### src/rtl/i3c_timec_pkg.sv
// Shared definitions for the time-control IBI sequencer: state encoding,
// timestamp byte selectors and counter widths.
`timescale 1ns/1ps
package i3c_timec_pkg;

   localparam int RETRY_W = 3;
   localparam int TMO_W   = 8;

   // Bit of timec_ena that appends timestamp bytes to the IBI payload
   localparam int TIMEC_ENA_TS = 0;

   localparam logic [2:0] TSEL_NONE = 3'd0;
   localparam logic [2:0] TSEL_TC1L = 3'd5;
   localparam logic [2:0] TSEL_TC1H = 3'd6;
   localparam logic [2:0] TSEL_TC2  = 3'd7;

   typedef enum logic [3:0] {
      ST_IDLE,
      ST_STAMP_WAIT,
      ST_ARB,
      ST_MDB,
      ST_TC1L,
      ST_TC1H,
      ST_TC2,
`ifdef I3C_TIMEC_CHKSUM_EN
      ST_CHK,
`endif
      ST_DONE
   } state_t;

   function automatic logic [2:0] tsel_of(input state_t st);
      case (st)
         ST_TC1L: return TSEL_TC1L;
         ST_TC1H: return TSEL_TC1H;
         ST_TC2:  return TSEL_TC2;
         default: return TSEL_NONE;
      endcase
   endfunction

endpackage

### src/rtl/i3c_timec_retry_tmo.sv
// NACK retry counter and stamp_done timeout counter for the IBI sequencer.
// retry_last flags that the next NACK exhausts the retry budget.
`timescale 1ns/1ps
module i3c_timec_retry_tmo
   import i3c_timec_pkg::*;
#(
   parameter int MAX_RETRY = 2,
   parameter int STAMP_TMO = 255
) (
   input  logic CLK_SLOW,
   input  logic RSTn,
   input  logic retry_clr,
   input  logic retry_inc,
   input  logic tmo_clr,
   input  logic tmo_inc,
   output logic retry_last,
   output logic tmo_expired
);

   logic [RETRY_W-1:0] retry_cnt;
   logic [TMO_W-1:0]   tmo_cnt;

   // NOTE: sequential state uses non-blocking assignments so every register
   // samples the pre-edge values of the others, independent of block order.
   always_ff @(posedge CLK_SLOW or negedge RSTn) begin
      if (!RSTn) begin
         retry_cnt <= '0;
         tmo_cnt   <= '0;
      end else begin
         if (retry_clr)      retry_cnt <= '0;
         else if (retry_inc) retry_cnt <= retry_cnt + 1'b1;

         if (tmo_clr)        tmo_cnt <= '0;
         else if (tmo_inc)   tmo_cnt <= tmo_cnt + 1'b1;
      end
   end

   assign retry_last  = (retry_cnt == RETRY_W'(MAX_RETRY - 1));
   assign tmo_expired = (tmo_cnt == TMO_W'(STAMP_TMO - 1));

endmodule

### src/rtl/i3c_timec_ibi_seq.sv
// IBI sequencer streaming MDB plus optional timestamp bytes with NACK retry,
// abort and overflow fallback. Macro I3C_TIMEC_CHKSUM_EN appends an XOR byte.
`timescale 1ns/1ps
module i3c_timec_ibi_seq
   import i3c_timec_pkg::*;
#(
   parameter int MAX_RETRY = 2,
   parameter int STAMP_TMO = 255
) (
   input  logic       CLK_SLOW,
   input  logic       RSTn,
   input  logic [2:0] timec_ena,
   input  logic       ibi_req,
   input  logic [7:0] mdb,
   input  logic       stamp_done,
   input  logic       time_overflow,
   input  logic [7:0] time_info_byte,
   output logic [2:0] time_info_sel,
   output logic       ibi_arb_req,
   input  logic       ibi_acked,
   input  logic       ibi_nacked,
   input  logic       bus_abort,
   output logic [7:0] byte_data,
   output logic       byte_valid,
   output logic       byte_last,
   input  logic       byte_take,
   output logic       ibi_done,
   output logic       ibi_fail,
   output logic       tc_ovf_flag
);

   state_t     state;
   logic [7:0] mdb_q;
   logic       short_q;
   logic       arb_gap;
   logic       retry_last;
   logic       tmo_expired;
   logic       data_state;
   logic       unused_ena;

`ifdef I3C_TIMEC_CHKSUM_EN
   logic [7:0] chk_q;
   localparam state_t ST_LAST = ST_CHK;
`else
   localparam state_t ST_LAST = ST_TC2;
`endif

   assign unused_ena = &{1'b0, timec_ena[2:1]};

   i3c_timec_retry_tmo #(
      .MAX_RETRY (MAX_RETRY),
      .STAMP_TMO (STAMP_TMO)
   ) u_retry_tmo (
      .CLK_SLOW    (CLK_SLOW),
      .RSTn        (RSTn),
      .retry_clr   (state == ST_IDLE),
      .retry_inc   (state == ST_ARB && !arb_gap && ibi_nacked),
      .tmo_clr     (state != ST_STAMP_WAIT),
      .tmo_inc     (state == ST_STAMP_WAIT),
      .retry_last  (retry_last),
      .tmo_expired (tmo_expired)
   );

   assign data_state    = (state == ST_MDB) || (state == ST_TC1L) || (state == ST_TC1H) ||
                          (state == ST_TC2) || (state == ST_LAST);
   assign byte_valid    = data_state;
   assign byte_last     = (state == ST_MDB && short_q) || (state == ST_LAST);
   assign time_info_sel = tsel_of(state);
   assign ibi_arb_req   = (state == ST_ARB) && !arb_gap;
   assign ibi_done      = (state == ST_DONE);

   // NOTE: every always_comb output gets a default first so no path can
   // leave it unassigned and infer a latch.
   always_comb begin
      byte_data = 8'h00;
      case (state)
         ST_MDB:                    byte_data = mdb_q;
         ST_TC1L, ST_TC1H, ST_TC2:  byte_data = time_info_byte;
`ifdef I3C_TIMEC_CHKSUM_EN
         ST_CHK:                    byte_data = chk_q;
`endif
         default:                   byte_data = 8'h00;
      endcase
   end

   always_ff @(posedge CLK_SLOW or negedge RSTn) begin
      if (!RSTn) begin
         state       <= ST_IDLE;
         mdb_q       <= 8'h00;
         short_q     <= 1'b0;
         arb_gap     <= 1'b0;
         ibi_fail    <= 1'b0;
         tc_ovf_flag <= 1'b0;
`ifdef I3C_TIMEC_CHKSUM_EN
         chk_q       <= 8'h00;
`endif
      end else begin
         ibi_fail <= 1'b0;
         case (state)
            ST_IDLE: begin
               if (ibi_req) begin
                  mdb_q   <= mdb;
                  arb_gap <= 1'b0;
`ifdef I3C_TIMEC_CHKSUM_EN
                  chk_q   <= 8'h00;
`endif
                  if (timec_ena[TIMEC_ENA_TS]) begin
                     tc_ovf_flag <= 1'b0;
                     short_q     <= 1'b0;
                     state       <= ST_STAMP_WAIT;
                  end else begin
                     short_q <= 1'b1;
                     state   <= ST_ARB;
                  end
               end
            end
            ST_STAMP_WAIT: begin
               if (!ibi_req) begin
                  state <= ST_IDLE;
               end else if (stamp_done) begin
                  short_q     <= time_overflow;
                  tc_ovf_flag <= tc_ovf_flag | time_overflow;
                  state       <= ST_ARB;
               end else if (tmo_expired) begin
                  short_q     <= 1'b1;
                  tc_ovf_flag <= 1'b1;
                  state       <= ST_ARB;
               end
            end
            ST_ARB: begin
               // One idle cycle with the request dropped between NACKed attempts
               if (arb_gap) begin
                  arb_gap <= 1'b0;
                  if (!ibi_req) state <= ST_IDLE;
               end else if (ibi_nacked) begin
                  if (retry_last) begin
                     ibi_fail <= 1'b1;
                     state    <= ST_IDLE;
                  end else begin
                     arb_gap <= 1'b1;
                  end
               end else if (ibi_acked) begin
                  state <= ST_MDB;
               end else if (!ibi_req) begin
                  state <= ST_IDLE;
               end
            end
            ST_DONE: state <= ST_IDLE;
            default: begin
               if (bus_abort) begin
                  ibi_fail <= 1'b1;
                  state    <= ST_IDLE;
               end else if (byte_take) begin
`ifdef I3C_TIMEC_CHKSUM_EN
                  chk_q <= chk_q ^ byte_data;
`endif
                  case (state)
                     ST_MDB:  state <= short_q ? ST_DONE : ST_TC1L;
                     ST_TC1L: state <= ST_TC1H;
                     ST_TC1H: state <= ST_TC2;
`ifdef I3C_TIMEC_CHKSUM_EN
                     ST_TC2:  state <= ST_CHK;
`endif
                     default: state <= ST_DONE;
                  endcase
               end
            end
         endcase
      end
   end

endmodule

### config.mk
export PLATFORM = sky130hd
export DESIGN_NAME = i3c_timec_ibi_seq
export DESIGN_NICKNAME = d
export VERILOG_FILES = /design/src/rtl/i3c_timec_pkg.sv /design/src/rtl/i3c_timec_retry_tmo.sv /design/src/rtl/i3c_timec_ibi_seq.sv
export SDC_FILE = /design/constraint.sdc
export NUM_CORES = 1
export LEC_CHECK = 0
export CORE_ASPECT_RATIO = 1.4
export CORE_UTILIZATION = 46
export CTS_BUF_LIST = sky130_fd_sc_hd__clkbuf_16
export DETAILED_ROUTE_END_ITERATION = 10
export PLACE_DENSITY = 0.82
export SYNTH_ARGS = -nofsm -noshare
export SYNTH_HDL_FRONTEND = slang
export SYNTH_SLANG_ARGS = --single-unit
### constraint.sdc
create_clock -name CLK_SLOW -period 2.13 [get_ports CLK_SLOW]
set_input_delay 0.213 -clock CLK_SLOW [delete_from_list [all_inputs] [get_ports CLK_SLOW]]
set_output_delay 0.213 -clock CLK_SLOW [all_outputs]
set_load 0.01 [all_outputs]
# Word level (Yosys, flattened, before mapping)
# Cells that the tools add are included.
# word_totals
ff_bits,27
output_inout_bits,17
wordCells,91
# op_classes
n_addsub,2
eq_ne,16
muxes,42
n_bitwise,1
n_reduce_logical,22
# ops
op,count
$mux W4,11
$mux W1,17
$eq A4 B3 Y1 const B,4
$mux W8,2
$pmux W4 S4,1
$pmux W8 S2,1
$pmux W3 S3,1
$add A8 B1 Y8 const B,1
$eq A4 B2 Y1 const B,2
$eq A8 B8 Y1 const B,1
$ne A4 B4 Y1 const B,2
$pmux W1 S2,4
$reduce_and A4 Y1,2
$reduce_bool A2 Y1,4
$mux W3,2
$ne A2 B2 Y1 const B,3
$pmux W2 S3,1
$reduce_bool A6 Y1,1
$reduce_or A3 Y1,2
$logic_or A1 B1 Y1,5
$reduce_and A5 Y1,1
$eq A4 B1 Y1 const B,1
$logic_not A4 Y1,1
$mux W2,2
8 further kinds,11

# Logic depth before layout (Yosys ltp)
# logic_depth
word_depth,5
ltp_mapped,6

# Hierarchy
# Synthesis repeated with hierarchy kept, for this count alone.
# hier_totals
cells_unflattened,158
area_unflattened_um2,1569.0
# modules_own_cells
module,n_inst,cells_each,area_per_inst_um2,seq_area_each_um2
i3c_timec_ibi_seq,1,103,1017.2,400.4
i3c_timec_retry_tmo,1,55,551.8,275.3

# Worst setup path after synthesis
# Ideal clock, no wire load.
# synth_path
path_type,flip-flop to flip-flop
startpoint,register state[0]
endpoint,register state[0]
arrival_time_ns,1.692
t_required_ns,2.005
path_slack_ns,0.313
path_stages_with_launch,6
n_path_buf,0
period_less_slack_ns,1.817
cell_sequence,dfrtp_1 -> or4b_4 -> a211oi_2 -> a311oi_2 -> o21a_4 -> mux2_4
# synth_between
elab_chain_cells,5
word_cells_on_any_way,20
# synth_lines
element,line,source
from (decl),i3c_timec_ibi_seq.sv:32,state_t state;
from (signal assigned),i3c_timec_ibi_seq.sv:158,ST_MDB: state <= short_q ? ST_DONE : ST_TC1L;
"$eq A4 B3 Y1, or another cell as far along",i3c_timec_ibi_seq.sv:157,case (state)
$pmux W2 S3 / $mux W4 (equally long branches),-,
$mux W4 (on tied branches) (2 in a row),-,
$pmux W4 S4,i3c_timec_ibi_seq.sv:99,case (state)
# Several ways; a longest one is shown, not always the timed one. The select of a mux whose other input is x is not followed.
# A chain may end at the register's enable or synchronous reset.

# Worst setup path after layout
# layout_path
startpoint,register state[3]
endpoint,output port byte_data[7]
# layout_between
elab_chain_cells,3
word_cells_on_any_way,6
# layout_lines
element,line,source
$eq A4 B3 Y1,i3c_timec_ibi_seq.sv:76,case (state)
$reduce_or A3 Y1,i3c_timec_ibi_seq.sv:76,
$pmux W8 S2 (*),i3c_timec_ibi_seq.sv:76,
to (decl),i3c_timec_ibi_seq.sv:23,"output logic [7:0] byte_data,"
# Mark *: on every way between the ends. The rest lies on a longest branch, timed or not.

==> metrics.md <==
| Metric | Value |
|---|---|
| Status | `finished clean` |
| Critical path required time | `~1.9 ns` |
| Slew of the pin with the lowest slew margin | `0.422 ns` |
| Antenna cells | `0` |
| Tightest Hold Check Type | `in2async` |
| Core box area | `3090 um2` |
| WL final | `4050 um` |
| Share of layout cells above drive strength 1 | `0.190` |
| # port buffers | `42` |
| DRT Pass-1 Iters | `4` |
| Gpl congestion | `0.905` |
| Post-synthesis sequential area ratio | `0.453` |
| Clk sinks | `27` |
| Synth Flop Type | `dfrtp_1` |
| Warnings, synthesis | `0` |
| Grt total ovfl | `0` |
| Dpl cells | `230` |
| Max Freq | `0.477 GHz` |
| Final std cells w/o fill | `239` |
| # IOs | `45` |
| Min Clock Period, post-route | `2.10 ns` |
| Setup violations, final | `0` |
| Fin nets | `233` |
| Via density | `5.90` |
| Die area | `~3500 um2` |
| Top cells by area, synth | `dfrtp_1 (45%), mux2_2 (6.8%), a22o_1 (4.7%), nor2_1 (4.5%), a21oi_1 (3.4%)` |
| Period Utilization, post-route | `0.984` |
| Worst endpoint data arrival time | `1.88 ns` |
| Area delta synth->final | `44.0%` |
| Peak VDD IR | `0.784 mV` |
| Slew Limit Fails | `0` |
| Worst Setup Slack, final | `0.0334 ns` |
| 1st-iter DRT viols | `48` |
| Die H | `69.4 um` |
| Starting Density | `0.482` |
| Skew final | `0.00429 ns` |
| First-pass GRT wire length | `6370 um` |
| Post-synth design cell area | `1490 um2` |
| Leakage | `0.984 nW` |
| Synth area leader | `dfrtp_1` |
| Slew margin rel. | `0.716` |
| Syn avg cell area | `about 10 um2` |
| Syn Inst Count | `145` |
| Max-cap violations | `0` |
| Critical path class | `reg2out` |
| Vias in the first global route | `around 1400` |
| Most frequent cell after synthesis | `dfrtp_1` |
| CTS Buffer Depth | `2` |
| Largest net degree at the start of global routing | `28` |
| Clk_lat worst skew | `0.26 ns` |
| Initial antenna violation count | `0` |
| Rows | `24` |
| Hold Fails Final Rpt | `0` |
| DR vias | `1411` |
| WL per Instance | `17.0 um` |
| Post-synth top cells | `dfrtp_1 (27), nor2_1 (18), a21oi_1 (10)` |
| EDFF count, synth | `0` |
| Synth top area share | `0.453` |
| GRT Total Usage | `0.243` |
| Post-DP HPWL | `2780 um` |
| Crit-path max FO | `7` |
| CTS Root Cell | `clkbuf_16` |
| Post-Place Worst Slack | `about 0.19 ns` |
| Total CTS buffers | `3` |
| Critical Path Start Type | `register` |
| CTS tree | `yes` |
| Yosys cell types | `39` |
| H-tree Lvls | `1` |
| CTS clk-pin slew, worst paths | `0.06 ns` |
| Net Count, Synth | `177` |
| Final ANT Viol Nets | `0` |
| Remaining DRCs | `0` |
| FF+latch count, synth | `27` |
| Power Density | `~1100 nW/um2` |
| Die Wd | `between 50 and 60 um` |
| Async set-or-reset flop fraction in the synthesized netlist | `1.00` |
| Critical Path End Type | `output port` |
power by group:
| group | switching [mW] | internal [mW] | total [mW] |
|---|---|---|---|
| combinational | 0.539 | 0.643 | 1.18 |
| sequential | 0.133 | 0.670 | 0.803 |
| clock | 0.179 | 0.255 | 0.435 |
registers in the layout, summed over array words and instances (netlist names):
register               cells
state                      4
u_retry_tmo.retry_cnt      3
mdb_q                      8
u_retry_tmo.tmo_cnt        8
arb_gap                    1
ibi_fail                   1
tc_ovf_flag                1
short_q                    1
cell type report:
cell class                      instances  area (um2)
Clock buffer                            3        75.1
Multi-Input combinational cell        109         792
Timing Repair Buffer                   55         527
Fill cell                             230         946
Clock inverter                          1        7.51
Inverter                                5        18.8
Sequential cell                        27         678
Tap cell                               39        48.8
repair_timing:
item	CTS	global route
resized for setup	6	6
cloned	1	0
setup endpoints to repair	10	10
hold buffers	0	0
buffers inserted	1	3
cell families (layout without fill, tap and decap cells):
logic type / Yosys count / after routing / synth area share
fa+ha+maj: 4 / 4 / 0.0336
compound gates: 34 / 34 / 0.171
mux: 12 / 12 / 0.0914
simple gates: 51 / 51 / 0.179
buf+inv: 9 / 64 / 0.0252
flops: 27 / 27 / 0.453
xor+xnor: 8 / 8 / 0.0470
layer usage:
| layer | up-vias | GRT usage | wire, um |
|---|---|---|---|
| met2 | 58 | 0.443 | 2200 |
| met5 | - | 0 | 0 |
| met1 | 696 | 0.260 | 1550 |
| met4 | 0 | 0.143 | 151 |
| li1 | 641 | - | - |
| met3 | 16 | 0.0241 | 155 |
metrics by stage:
step | hold WS [ns] | cell area, um2 | total power [mW] | TNS [ns] | util
after floorplan | -0.0826 | 1490 | 1.45 | 0 | -
after global placement | 0.489 | 2000 | 1.88 | 0 | 0.647
after detailed placement | 0.497 | 2000 | 1.93 | 0 | 0.647
after CTS | 0.345 | 2100 | 2.39 | 0 | 0.680
after global routing | 0.360 | 2150 | 2.55 | -0.0526 | 0.694
final | 0.327 | 2150 | 2.42 | 0 | 0.694
cell usage in the layout, fill, tap and decap left out, types with 2 or more instances in the layout:
cell type	count
ha_1	4
xnor2_1	3
dfrtp_2	2
a31oi_1	3
nand2_1	5
clkdlybuf4s50_1	37
and3_1	2
nand3_1	5
o21ai_0	3
clkbuf_16	3
nand2b_1	3
dlymetal6s2s_1	4
inv_1	5
nor2_1	18
mux2i_1	2
a21oi_1	9
xor2_1	5
a22o_1	8
nor3_1	3
or4_1	2
nor2b_1	4
dfrtp_1	25
buf_4	13
mux2_2	9
final timing paths:
check | start | end | slack [ns] | cells past startpoint
max | state[3]$_DFFE_PN0P_ | byte_data[7] | 0.03 | 5
min | RSTn | state[0]$_DFFE_PN0P_ | 0.33 | 2
max reg2reg | state[0]$_DFFE_PN0P_ | state[0]$_DFFE_PN0P_ | 0.12 | 6
min reg2reg | mdb_q[5]$_DFFE_PN0P_ | mdb_q[5]$_DFFE_PN0P_ | 0.51 | 1
max in group asynchronous | RSTn | state[1]$_DFFE_PN0P_ | 1.52 | 2
min in group CLK_SLOW | mdb_q[5]$_DFFE_PN0P_ | mdb_q[5]$_DFFE_PN0P_ | 0.51 | 1
worst max-delay path: stages, from the launching register on:
cell and delay [ns]:
dfrtp_1 0.44, buf_4 0.16, nor3_1 0.16, buf_4 0.18, a22o_1 0.14, clkdlybuf4s50_1 0.53
No activity file was read; power rests on OpenSTA's default activity.
